File: config.mk
export PLATFORM = sky130hd
export DESIGN_NAME = alu_issue_ctrl
export DESIGN_NICKNAME = d
export VERILOG_FILES = /design/src/rtl/alu_issue_ctrl.sv
export SDC_FILE = /design/constraint.sdc
export NUM_CORES = 1
export LEC_CHECK = 0
export BUFFER_PORTS_ARGS = -buffer_cell sky130_fd_sc_hd__buf_2
export CAP_MARGIN = 20
export CORE_ASPECT_RATIO = 0.9
export CORE_MARGIN = 2
export CORE_UTILIZATION = 30
export CTS_CLUSTER_SIZE = 24
export DETAILED_ROUTE_END_ITERATION = 8
export GPL_TIMING_DRIVEN = 0
export SLEW_MARGIN = 5
export SYNTH_ARGS = -nofsm -noshare
export SYNTH_HDL_FRONTEND = slang
export SYNTH_SLANG_ARGS = --single-unit
File: constraint.sdc
create_clock -name clk -period 2.1 [get_ports clk]
set_input_delay 0.21 -clock clk [delete_from_list [all_inputs] [get_ports clk]]
set_output_delay 0.21 -clock clk [all_outputs]
set_load 0.02 [all_outputs]
File: src/rtl/alu_issue_ctrl.sv
// rtl/alu_issue_ctrl.sv - operand/issue and writeback controller for the clocked alu32
// Holds the register file, issues one command at a time and writes the ALU result back.
module alu_issue_ctrl #(
  parameter int DATA_W  = 32,
  parameter int NREG    = 8,
  parameter int AW      = $clog2(NREG),
  parameter int ALU_LAT = 1
) (
  input  logic              clk,
  input  logic              rst,
  input  logic              cmd_valid,
  output logic              cmd_ready,
  input  logic [3:0]        cmd_sel,
  input  logic [AW-1:0]     cmd_rs1,
  input  logic [AW-1:0]     cmd_rs2,
  input  logic [AW-1:0]     cmd_rd,
  input  logic              wr_en,
  input  logic [AW-1:0]     wr_addr,
  input  logic [DATA_W-1:0] wr_data,
  input  logic [AW-1:0]     rd_addr,
  output logic [DATA_W-1:0] rd_data,
  output logic [DATA_W-1:0] alu_a,
  output logic [DATA_W-1:0] alu_b,
  output logic [3:0]        alu_sel,
  input  logic [DATA_W-1:0] alu_out,
  input  logic              alu_overflow,
  output logic              done,
  output logic              ovf_sticky,
  input  logic              ovf_clr,
  output logic              busy
);

  localparam int CW = (ALU_LAT > 1) ? $clog2(ALU_LAT) : 1;
  localparam logic [AW:0] NREG_V = NREG[AW:0];

  typedef enum logic [1:0] {IDLE, EXEC, WB} state_t;

  state_t            state;
  logic [CW-1:0]     cnt;
  logic [AW-1:0]     rd_q;
  logic [DATA_W-1:0] regs [NREG];

  // Addresses past NREG exist only when NREG is not a power of two.
  function automatic logic in_range(input logic [AW-1:0] addr);
    return {1'b0, addr} < NREG_V;
  endfunction

  function automatic logic [DATA_W-1:0] read_reg(input logic [AW-1:0] addr);
    return in_range(addr) ? regs[addr] : '0;
  endfunction

  always_comb begin
    rd_data   = read_reg(rd_addr);
    cmd_ready = (state == IDLE) && !rst;
    busy      = (state != IDLE);
  end

  always_ff @(posedge clk) begin
    if (rst) begin
      state      <= IDLE;
      cnt        <= '0;
      rd_q       <= '0;
      alu_a      <= '0;
      alu_b      <= '0;
      alu_sel    <= '0;
      done       <= 1'b0;
      ovf_sticky <= 1'b0;
      for (int i = 0; i < NREG; i++) regs[i] <= '0;
    end else begin
      done <= 1'b0;
      if (ovf_clr) ovf_sticky <= 1'b0;
      if (wr_en && in_range(wr_addr)) regs[wr_addr] <= wr_data;
      // Writeback and overflow set come later so they override host write and clear.
      unique case (state)
        IDLE: begin
          if (cmd_valid) begin
            alu_a   <= read_reg(cmd_rs1);
            alu_b   <= read_reg(cmd_rs2);
            alu_sel <= cmd_sel;
            rd_q    <= cmd_rd;
            cnt     <= CW'(ALU_LAT - 1);
            state   <= EXEC;
          end
        end
        EXEC: begin
          if (cnt == '0) state <= WB;
          else           cnt   <= cnt - 1'b1;
        end
        WB: begin
          if (in_range(rd_q)) regs[rd_q] <= alu_out;
          if (alu_overflow) ovf_sticky <= 1'b1;
          done  <= 1'b1;
          state <= IDLE;
        end
        default: state <= IDLE;
      endcase
    end
  end

endmodule

Yosys cells after proc, flatten, opt, wreduce, memory -nomap -nowiden
Memories as Yosys holds them, arrays and structs flattened. A register that Yosys moved wholly into a read port is not among the register bits.
Index checks and enable logic that the tools add are counted.
- memories: 1
- register bits: 12
- word-level logic and storage cells: 45
- output and inout port bits: 104
- bits of input ports: 89
- RAM bits: 256
- equal/unequal tests: 4
- $add $sub $neg: 1
- mux-type cells: 23
- reductions and logical operators: 10
- memory list (name ; depth ; bits a word ; read ports ; clocked after Yosys merged registers in ; write ports ; RTL line ; RTL):
    regs ; 8 ; 32 ; 3 ; 2 ; 8 ; 41 ; logic [DATA_W-1:0] regs [NREG];
- operators by type and width (kind ; number):
    two-way mux 32 bit ; 2
    OR reduction 32 bit ; 2
    two-way mux 1 bit ; 15
    two-way mux 3 bit ; 2
    AND reduction 2 bit ; 3
    two-way mux 2 bit ; 2
    != test 2 bit, second input constant ; 2
    one-hot mux 2 bit (2 select lines) ; 1
    nonzero test 2 bit ; 2
    equality test 2 x 1 -> 1 bit, second input constant ; 1
    equality test 2 bit, second input constant ; 1
    logical NOT 2 bit ; 1
    one-hot mux 1 bit (2 select lines) ; 1
    logical AND 1 bit ; 1
    logical NOT 1 bit ; 1
    subtractor 1 bit, second input constant ; 1

Longest topological paths before layout
Gate-level depths: netlist of the first run.
- depth after elaboration: 6
- depth in mapped cells: 7
- mapped depth without buffers: 4

Worst setup path before layout of the first run
Ideal clock, no wire load.
- path type: reg-to-reg
- from: register rd_q[1]
- to: memory regs[1][0] (enable)
- required time: 1710 ps
- slack: -207 ps
- arrival time: 1917 ps
- stages on the path, launching flop included: 5
- cell sequence: dfxtp_1 -> or4b_1 -> nor2_1 -> buf_2 -> or3_1
- RTL lines (item ; RTL line ; RTL):
    from (decl) ; 40 ; logic [AW-1:0] rd_q;
    from (signal assigned) ; 80 ; rd_q <= cmd_rd;
    to (decl) ; 41 ;

Worst setup path in the final report of the first run
- from: input rd_addr[1]
- to: output rd_data[19]
- cells in the longest elaborated chain, start to end: 1
- RTL lines (item ; RTL line ; RTL):
    from (decl) ; 20 ; input logic [AW-1:0] rd_addr,
    memory (8 x 32 bit) ; -- ;
    to (decl) ; 21 ; output logic [DATA_W-1:0] rd_data,
No other way between the ends.

==> reports/results.ini, run 1 <==
[clock_network]
cts_buffers = 40
cts_tree = built
clockBufferDepth = 3
cts.sinks = 331
cts_max_level = 2
clk_latency_ns = 0.59
clkTransAtPathRegs_ns = 0.06
cts_root_buffer = clkbuf_16

[setup_path]
timing.critical_path.from = rd_addr[1]
required_ns = 1.89
crit_type = input port to output pin
r2r_end = regs[6][19]
start_kind = input port
crit_slowest_cell = buf_2
cpMostUsedCell = buf_2
cp-end-kind = output pin
cp_max_fo = 10
r2r_slack_ns = -0.03
cp_num_buf_inv = 3
reg2reg_depth = 5
endpoint = rd_data[19]
path_delay_family = buffers and inverters
crit_chain = buf_2 -> buf_2 -> mux4_2 -> mux2_4 -> buf_6
cpPeakStageDelay_ns = 0.45
cp_num_cells = 5
crit_arrival_ns = 1.98
r2r_start = rd_q[0]

[grt]
grt_pass1_vias = 19400
grtUsageTotal = 0.261
grt_max_degree = 21
antenna_found_initial = 13
grt_pass1_wl_mm = 132
grt_overflow_total = 0

[pwr]
p_per_area_nw_per_um2 = 712
pwr-share-seq = 0.412
p_leak_nw = 10.5
power.total_mw = 18.7
comb_power_share = 0.196
swShare = 0.291
p_clk_frac = 0.392
p_switching_mw = 5.44
vdd_ir_drop_max_mv = 0.475
internal-power_mw = 13.2

[yosys]
ys_types = 34
avgSynthCellArea_um2 = 9.71
synth-edff-count = 256
ys.flop_type = edfxtp_1
synth.most_common_cell = nand2_1
yosysWarnings = 0
syn_inst = 2090
synth_area_um2 = 20300
yosysTopAreaCell = edfxtp_1
yosysTopAreaCellShare = 0.379
synthTopCellsByArea = edfxtp_1, mux2i_1, nand2_1
ys_top_cells_by_count = nand2_1, edfxtp_1, mux2i_1
async_flop_share = 0
ys_seq_area_frac = 0.453
syn-num-nets = 2179
ys_ff_latch = 331

[final_layout]
fin_nets = 2605
syn2layout_area_growth_pct = 29.3
design_area_um2 = 26200
final_layout_size_suffix_gt1_frac = 0.282

[placement]
place_area_um2 = 22100
port_buffers = 123
dp_hpwl_mm = 61.8
gp_congestion = 0.938

[routing]
dr.pass1.iters = 6
num_vias = 20100
drtIter0Drc = 3328
via_per_inst = 5.86
drc = 0
wl_mm = 95.4
wl_per_cell_um = 27.8
postRouteAntennaNets = 0

[hold_path]
worstHoldPathType = input port to flip-flop

[floorplan]
dieArea_um2 = 69700
fp.dieH_um = 251
rows = 90
dieWidth_um = 278
io_pins = 193
core_um2 = 67000
start_util = 0.303

[sta]
hold_viol = 0
slew_headroom = 0.146
final-setup-viol-count = 55
max_clock_freq_mhz = 457
rsz0062_at_grt = true
finalClockSkew_ns = 0.0188
drv_slew = 0
min_period_ns = 2.19
layout_setup_ws_ns = -0.0889
whs_ns = 0.00954
finalCritPeriodShare = 1.04
tightest_slew_ns = 1.28

[status]
violations = negative setup slack
status = finished with violations

[run]
maxCapViolations = 0

==> metrics by stage <==
step           instances  worst slack, ns  TNS, ns  utilization
2_1_floorplan       2090           0.0638        0            -
3_3_place_gp        3087            -1.36  -265.33        0.328
3_5_place_dp        3089           -0.759  -212.65        0.329
4_1_cts             3363          -0.0568   -0.971        0.384
5_1_grt             3423          -0.0882    -5.00        0.391
6_report            3429          -0.0889    -2.18        0.392
==> sequential cells by signal, indices dropped and copies added, names as in the netlist <==
register / count
regs: 256
alu_sel: 4
ovf_sticky: 1
alu_a: 32
done: 1
state: 2
rd_q: 3
alu_b: 32
==> metal layers <==
| layer | up-vias | track usage | wire, µm |
|---|---|---|---|
| met2 | 1699 | 0.390 | 41100 |
| met1 | 9597 | 0.318 | 34400 |
| met3 | 407 | 0.107 | 13800 |
| met5 | - | 0 | 97 |
| met4 | 14 | 0.145 | 5980 |
| li1 | 8389 | - | - |
==> layout by cell type (no fill, tap or decap), types with 3 or more instances in the layout <==
master	netlist	final
clkbuf_2	7	26
nor2_1	79	75
clkbuf_1	84	67
or3_4	0	14
clkbuf_4	0	3
edfxtp_1	256	256
mux2_4	0	32
buf_12	0	26
dlygate4sd3_1	0	27
mux4_2	64	64
nor3_2	4	4
o21ai_1	254	254
buf_1	5	4
a22oi_1	128	128
diode_2	0	7
mux2i_1	256	256
buf_2	89	163
clkbuf_8	0	6
nand2_1	529	528
clkinv_2	0	10
nor2b_1	4	4
buf_4	56	272
nor3_1	64	64
buf_6	4	41
nor2_2	1	5
dfxtp_1	75	75
nor3b_1	3	3
clkbuf_16	0	44
a21oi_1	71	71
==> power groups by stage <==
stage	Clock (mW)	Combinational (mW)	Sequential (mW)
CTS	7.28	3.46	7.67
global route	7.53	3.78	7.72
detailed placement	0	2.85	7.87
global placement	0	2.79	7.84
finish	7.33	3.67	7.69
floorplan	0	1.66	7.92
==> worst min-delay path by stage <==
stage,from,end,slack (ns),cells after the start
after CTS,alu_out[14],regs[5][14],0.0001,3
final,alu_out[14],regs[1][14],0.01,3
after floorplan,alu_overflow,ovf_sticky,0.32,1
after global routing,alu_out[14],regs[5][14],0.03,3
after global placement,alu_overflow,ovf_sticky,0.41,2
after detailed placement,alu_overflow,ovf_sticky,0.41,2
==> timing repair <==
item	in CTS	in global routing
hold buffers	27	0
setup buffers	168	56
pin swaps	12	1
hold endpoints to repair	99	0
gates cloned	6	0
endpoints found under the setup margin	411	370
gates resized for setup	150	28
==> worst min-delay path: stages <==
cell	delay [ns]
buf_4	0.14
nand2_1	0.06
o21ai_1	0.06
==> cells by family after synthesis <==
kind of cell	synth area share
compound gates	0.128
mux	0.215
simple gates	0.140
flops	0.453
buf+inv	0.0633
==> layout make-up <==
cell class	instances	area, µm²
multi-input combinational	1519	10100
tap	874	1090
antenna	7	17.5
inverter	1	3.75
fill	6441	40800
sequential	331	9190
clock inverter	17	144
clock buffer	57	1210
timing repair buffer	379	3150
buffer	244	1370
(Power assumes the default switching activity.)
==> run 2: changes to the inputs <==
- CELL_PAD_IN_SITES_DETAIL_PLACEMENT: unset -> 0
- CELL_PAD_IN_SITES_GLOBAL_PLACEMENT: unset -> 1
- PLACE_DENSITY: unset -> 0.63
==> run 2 against run 1 <==
The run still ends with negative setup slack left. Via count decreased by 4.6%. Clock skew increased by 0.011 ns. Sequential power about the same. Power increased by 0.43%. Critical endpoint is now rd_data[20]. Largest cell class unchanged.
==> reports/results.ini, run 2 (synthesized netlist as in run 1, its figures left out) <==
[status]
status = finished with violations  ; unchanged
violations = negative setup slack  ; unchanged

[placement]
gp_congestion = 0.891  ; was 0.938
dp.cells = 3091  ; was 3089
pre_cts_slack_ns = -0.931  ; was -0.759 ns
dp_hpwl_mm = 64.0  ; was 61.8 mm
port_buffers = 123  ; unchanged
place_area_um2 = 22100  ; about the same

[floorplan]
dieWidth_um = 278  ; unchanged
fp.dieH_um = 251  ; unchanged
rows = 90  ; unchanged
dieArea_um2 = 69700  ; unchanged
io_pins = 193  ; unchanged
core_um2 = 67000  ; unchanged
start_util = 0.303  ; unchanged

[setup_path]
crit_type = flip-flop to output pin  ; was input port to output pin
timing.critical_path.from = regs[2][20]  ; was rd_addr[1]
start_kind = flip-flop  ; was input port
cp_num_cells = 3  ; was 5
crit_chain = mux4_2 -> mux2_4 -> buf_6  ; was buf_2 -> buf_2 -> mux4_2 -> mux2_4 -> buf_6
reg2reg_depth = 5  ; unchanged
cp-end-kind = output pin  ; unchanged
cp_num_buf_inv = 1  ; was 3
path_delay_family = multiplexers  ; was buffers and inverters
r2r_start = rd_q[1]  ; was rd_q[0]
endpoint = rd_data[20]  ; was rd_data[19]
r2r_end = regs[1][25]  ; was regs[6][19]
crit_slowest_cell = mux4_2  ; was buf_2
cpPeakStageDelay_ns = 0.51  ; was 0.45 ns
r2r_slack_ns = 0.02  ; was -0.03 ns
crit_arrival_ns = 2.05  ; was 1.98 ns
cp_max_fo = 2  ; was 10
required_ns = 1.89  ; about the same

[sta]
rsz0062_at_grt = true  ; unchanged
finalCritPeriodShare = 1.08  ; was 1.04
min_period_ns = 2.26  ; was 2.19 ns
layout_setup_ws_ns = -0.163  ; was -0.0889 ns
slew_headroom = 0.149  ; was 0.146
final-setup-viol-count = 30  ; was 55
max_clock_freq_mhz = 442  ; was 457 MHz
hold_viol = 0  ; unchanged
finalClockSkew_ns = 0.0299  ; was 0.0188 ns
fin_tns_setup_ns = -1.39  ; was -2.18 ns
tightest_slew_ns = 1.28  ; about the same
drv_slew = 0  ; unchanged
whs_ns = 0.0246  ; was 0.00954 ns

[pwr]
pwr-share-seq = 0.411  ; was 0.412
p_per_area_nw_per_um2 = 722  ; was 712 nW/µm²
internal-power_mw = 13.3  ; was 13.2 mW
swShare = 0.289  ; was 0.291
comb_power_share = 0.193  ; was 0.196
p_leak_nw = 10.3  ; was 10.5 nW
p_clk_frac = 0.396  ; was 0.392
vdd_ir_drop_max_mv = 0.471  ; was 0.475 mV
p_switching_mw = 5.43  ; was 5.44 mW
power.total_mw = 18.8  ; was 18.7 mW

[final_layout]
nFillCells = 6511  ; was 6441
fin_nets = 2562  ; was 2605
syn2layout_area_growth_pct = 28.1  ; was 29.3%
largest-register = regs  ; unchanged
utilization = 0.388  ; was 0.392
largest_reg_flops = 256  ; unchanged
design_area_um2 = 26000  ; was 26200 µm²
final_cell_mix = nand2_1, mux2i_1, edfxtp_1  ; was nand2_1, buf_4, mux2i_1, edfxtp_1, o21ai_1
top_regs = regs (256), alu_a (32), alu_b (32)  ; unchanged
final_layout_size_suffix_gt1_frac = 0.275  ; was 0.282
layout_commonest_cell = nand2_1  ; unchanged
stdcell_count = 3386  ; was 3429

[routing]
via_per_inst = 5.67  ; was 5.86
wl_per_cell_um = 28.6  ; was 27.8 µm
drtIter0Drc = 2410  ; was 3328
drc = 0  ; unchanged
dr.pass1.iters = 6  ; unchanged
wl_mm = 96.8  ; was 95.4 mm
postRouteAntennaNets = 0  ; unchanged
num_vias = 19200  ; was 20100

[grt]
grt_overflow_total = 0  ; unchanged
antenna_found_initial = 4  ; was 13
grt_pass1_wl_mm = 133  ; was 132 mm
grtUsageTotal = 0.268  ; was 0.261
grt_pass1_vias = 18500  ; was 19400
grt_max_degree = 20  ; was 21

[clock_network]
cts_tree = built  ; unchanged
clockBufferDepth = 3  ; unchanged
cts_root_buffer = clkbuf_16  ; unchanged
clk_latency_ns = 0.59  ; about the same
cts_buffers = 42  ; was 40
clkTransAtPathRegs_ns = 0.06  ; about the same
cts.sinks = 331  ; unchanged
cts_max_level = 2  ; unchanged

[run]
maxCapViolations = 0  ; unchanged

[hold_path]
whs_path_depth = 3  ; unchanged
worstHoldPathType = input port to flip-flop  ; unchanged

run 2: cell types whose count changed in the layout (fill, tap and decap cells not counted), sizes merged:
cell         delta
clkbuf          +8
inv             +1
buf            -47
clkinvlp        +2
bufinv          +2
diode           -1
dlygate4sd3     -6
clkinv          -2
run 2: tightest hold or removal path, cell delays in order:
cell and delay, ns:
buf_4 0.15, nand2_1 0.06, o21ai_1 0.07
run 2: how the worst min path moves through the flow:
stage	start	to	slack (ns)
after global routing	wr_data[26]	regs[1][26]	0.03
after detailed placement	alu_overflow	ovf_sticky	0.41
final	alu_out[14]	regs[5][14]	0.02
after global placement	alu_overflow	ovf_sticky	0.41
after floorplan	alu_overflow	ovf_sticky	0.32
after CTS	alu_out[31]	regs[2][31]	0.007
run 2: final cells by class:
cell class,instances,area [µm²],share of cell area
Tap cell,874,1090,0.0421
Clock inverter,20,213,0.00819
Multi-Input combinational cell,1519,10100,0.388
Inverter,1,3.75,0.000144
Sequential cell,331,9190,0.354
Timing Repair Buffer,334,2810,0.108
Buffer,244,1410,0.0542
Clock buffer,57,1170,0.0450
Antenna cell,6,15.0,0.000578
run 2: power groups by stage:
| stage | clock network, mW | registers, mW | logic (mW) |
|---|---|---|---|
| 2_1_floorplan | 0 | 7.92 | 1.66 |
| 3_3_place_gp | 0 | 7.85 | 2.85 |
| 3_5_place_dp | 0 | 7.87 | 2.89 |
| 4_1_cts | 7.46 | 7.69 | 3.46 |
| 5_1_grt | 7.71 | 7.74 | 3.76 |
| 6_report | 7.44 | 7.71 | 3.62 |
run 2: routing by layer:
metal | GRT usage | wire (µm) | up-vias
met5 | 0 | 0 | -
met4 | 0.129 | 4780 | 0
met3 | 0.0775 | 11200 | 257
met2 | 0.410 | 42400 | 1311
met1 | 0.347 | 38300 | 9314
li1 | - | - | 8301
run 2: timing repair:
item                       4_1_cts  5_1_grt
hold endpoints to repair        72        0
pin swaps                       14        1
cloned                           6        0
setup buffers                  136       50
resized for setup              160       38
hold buffers                    21        0
setup endpoints to repair      507      438
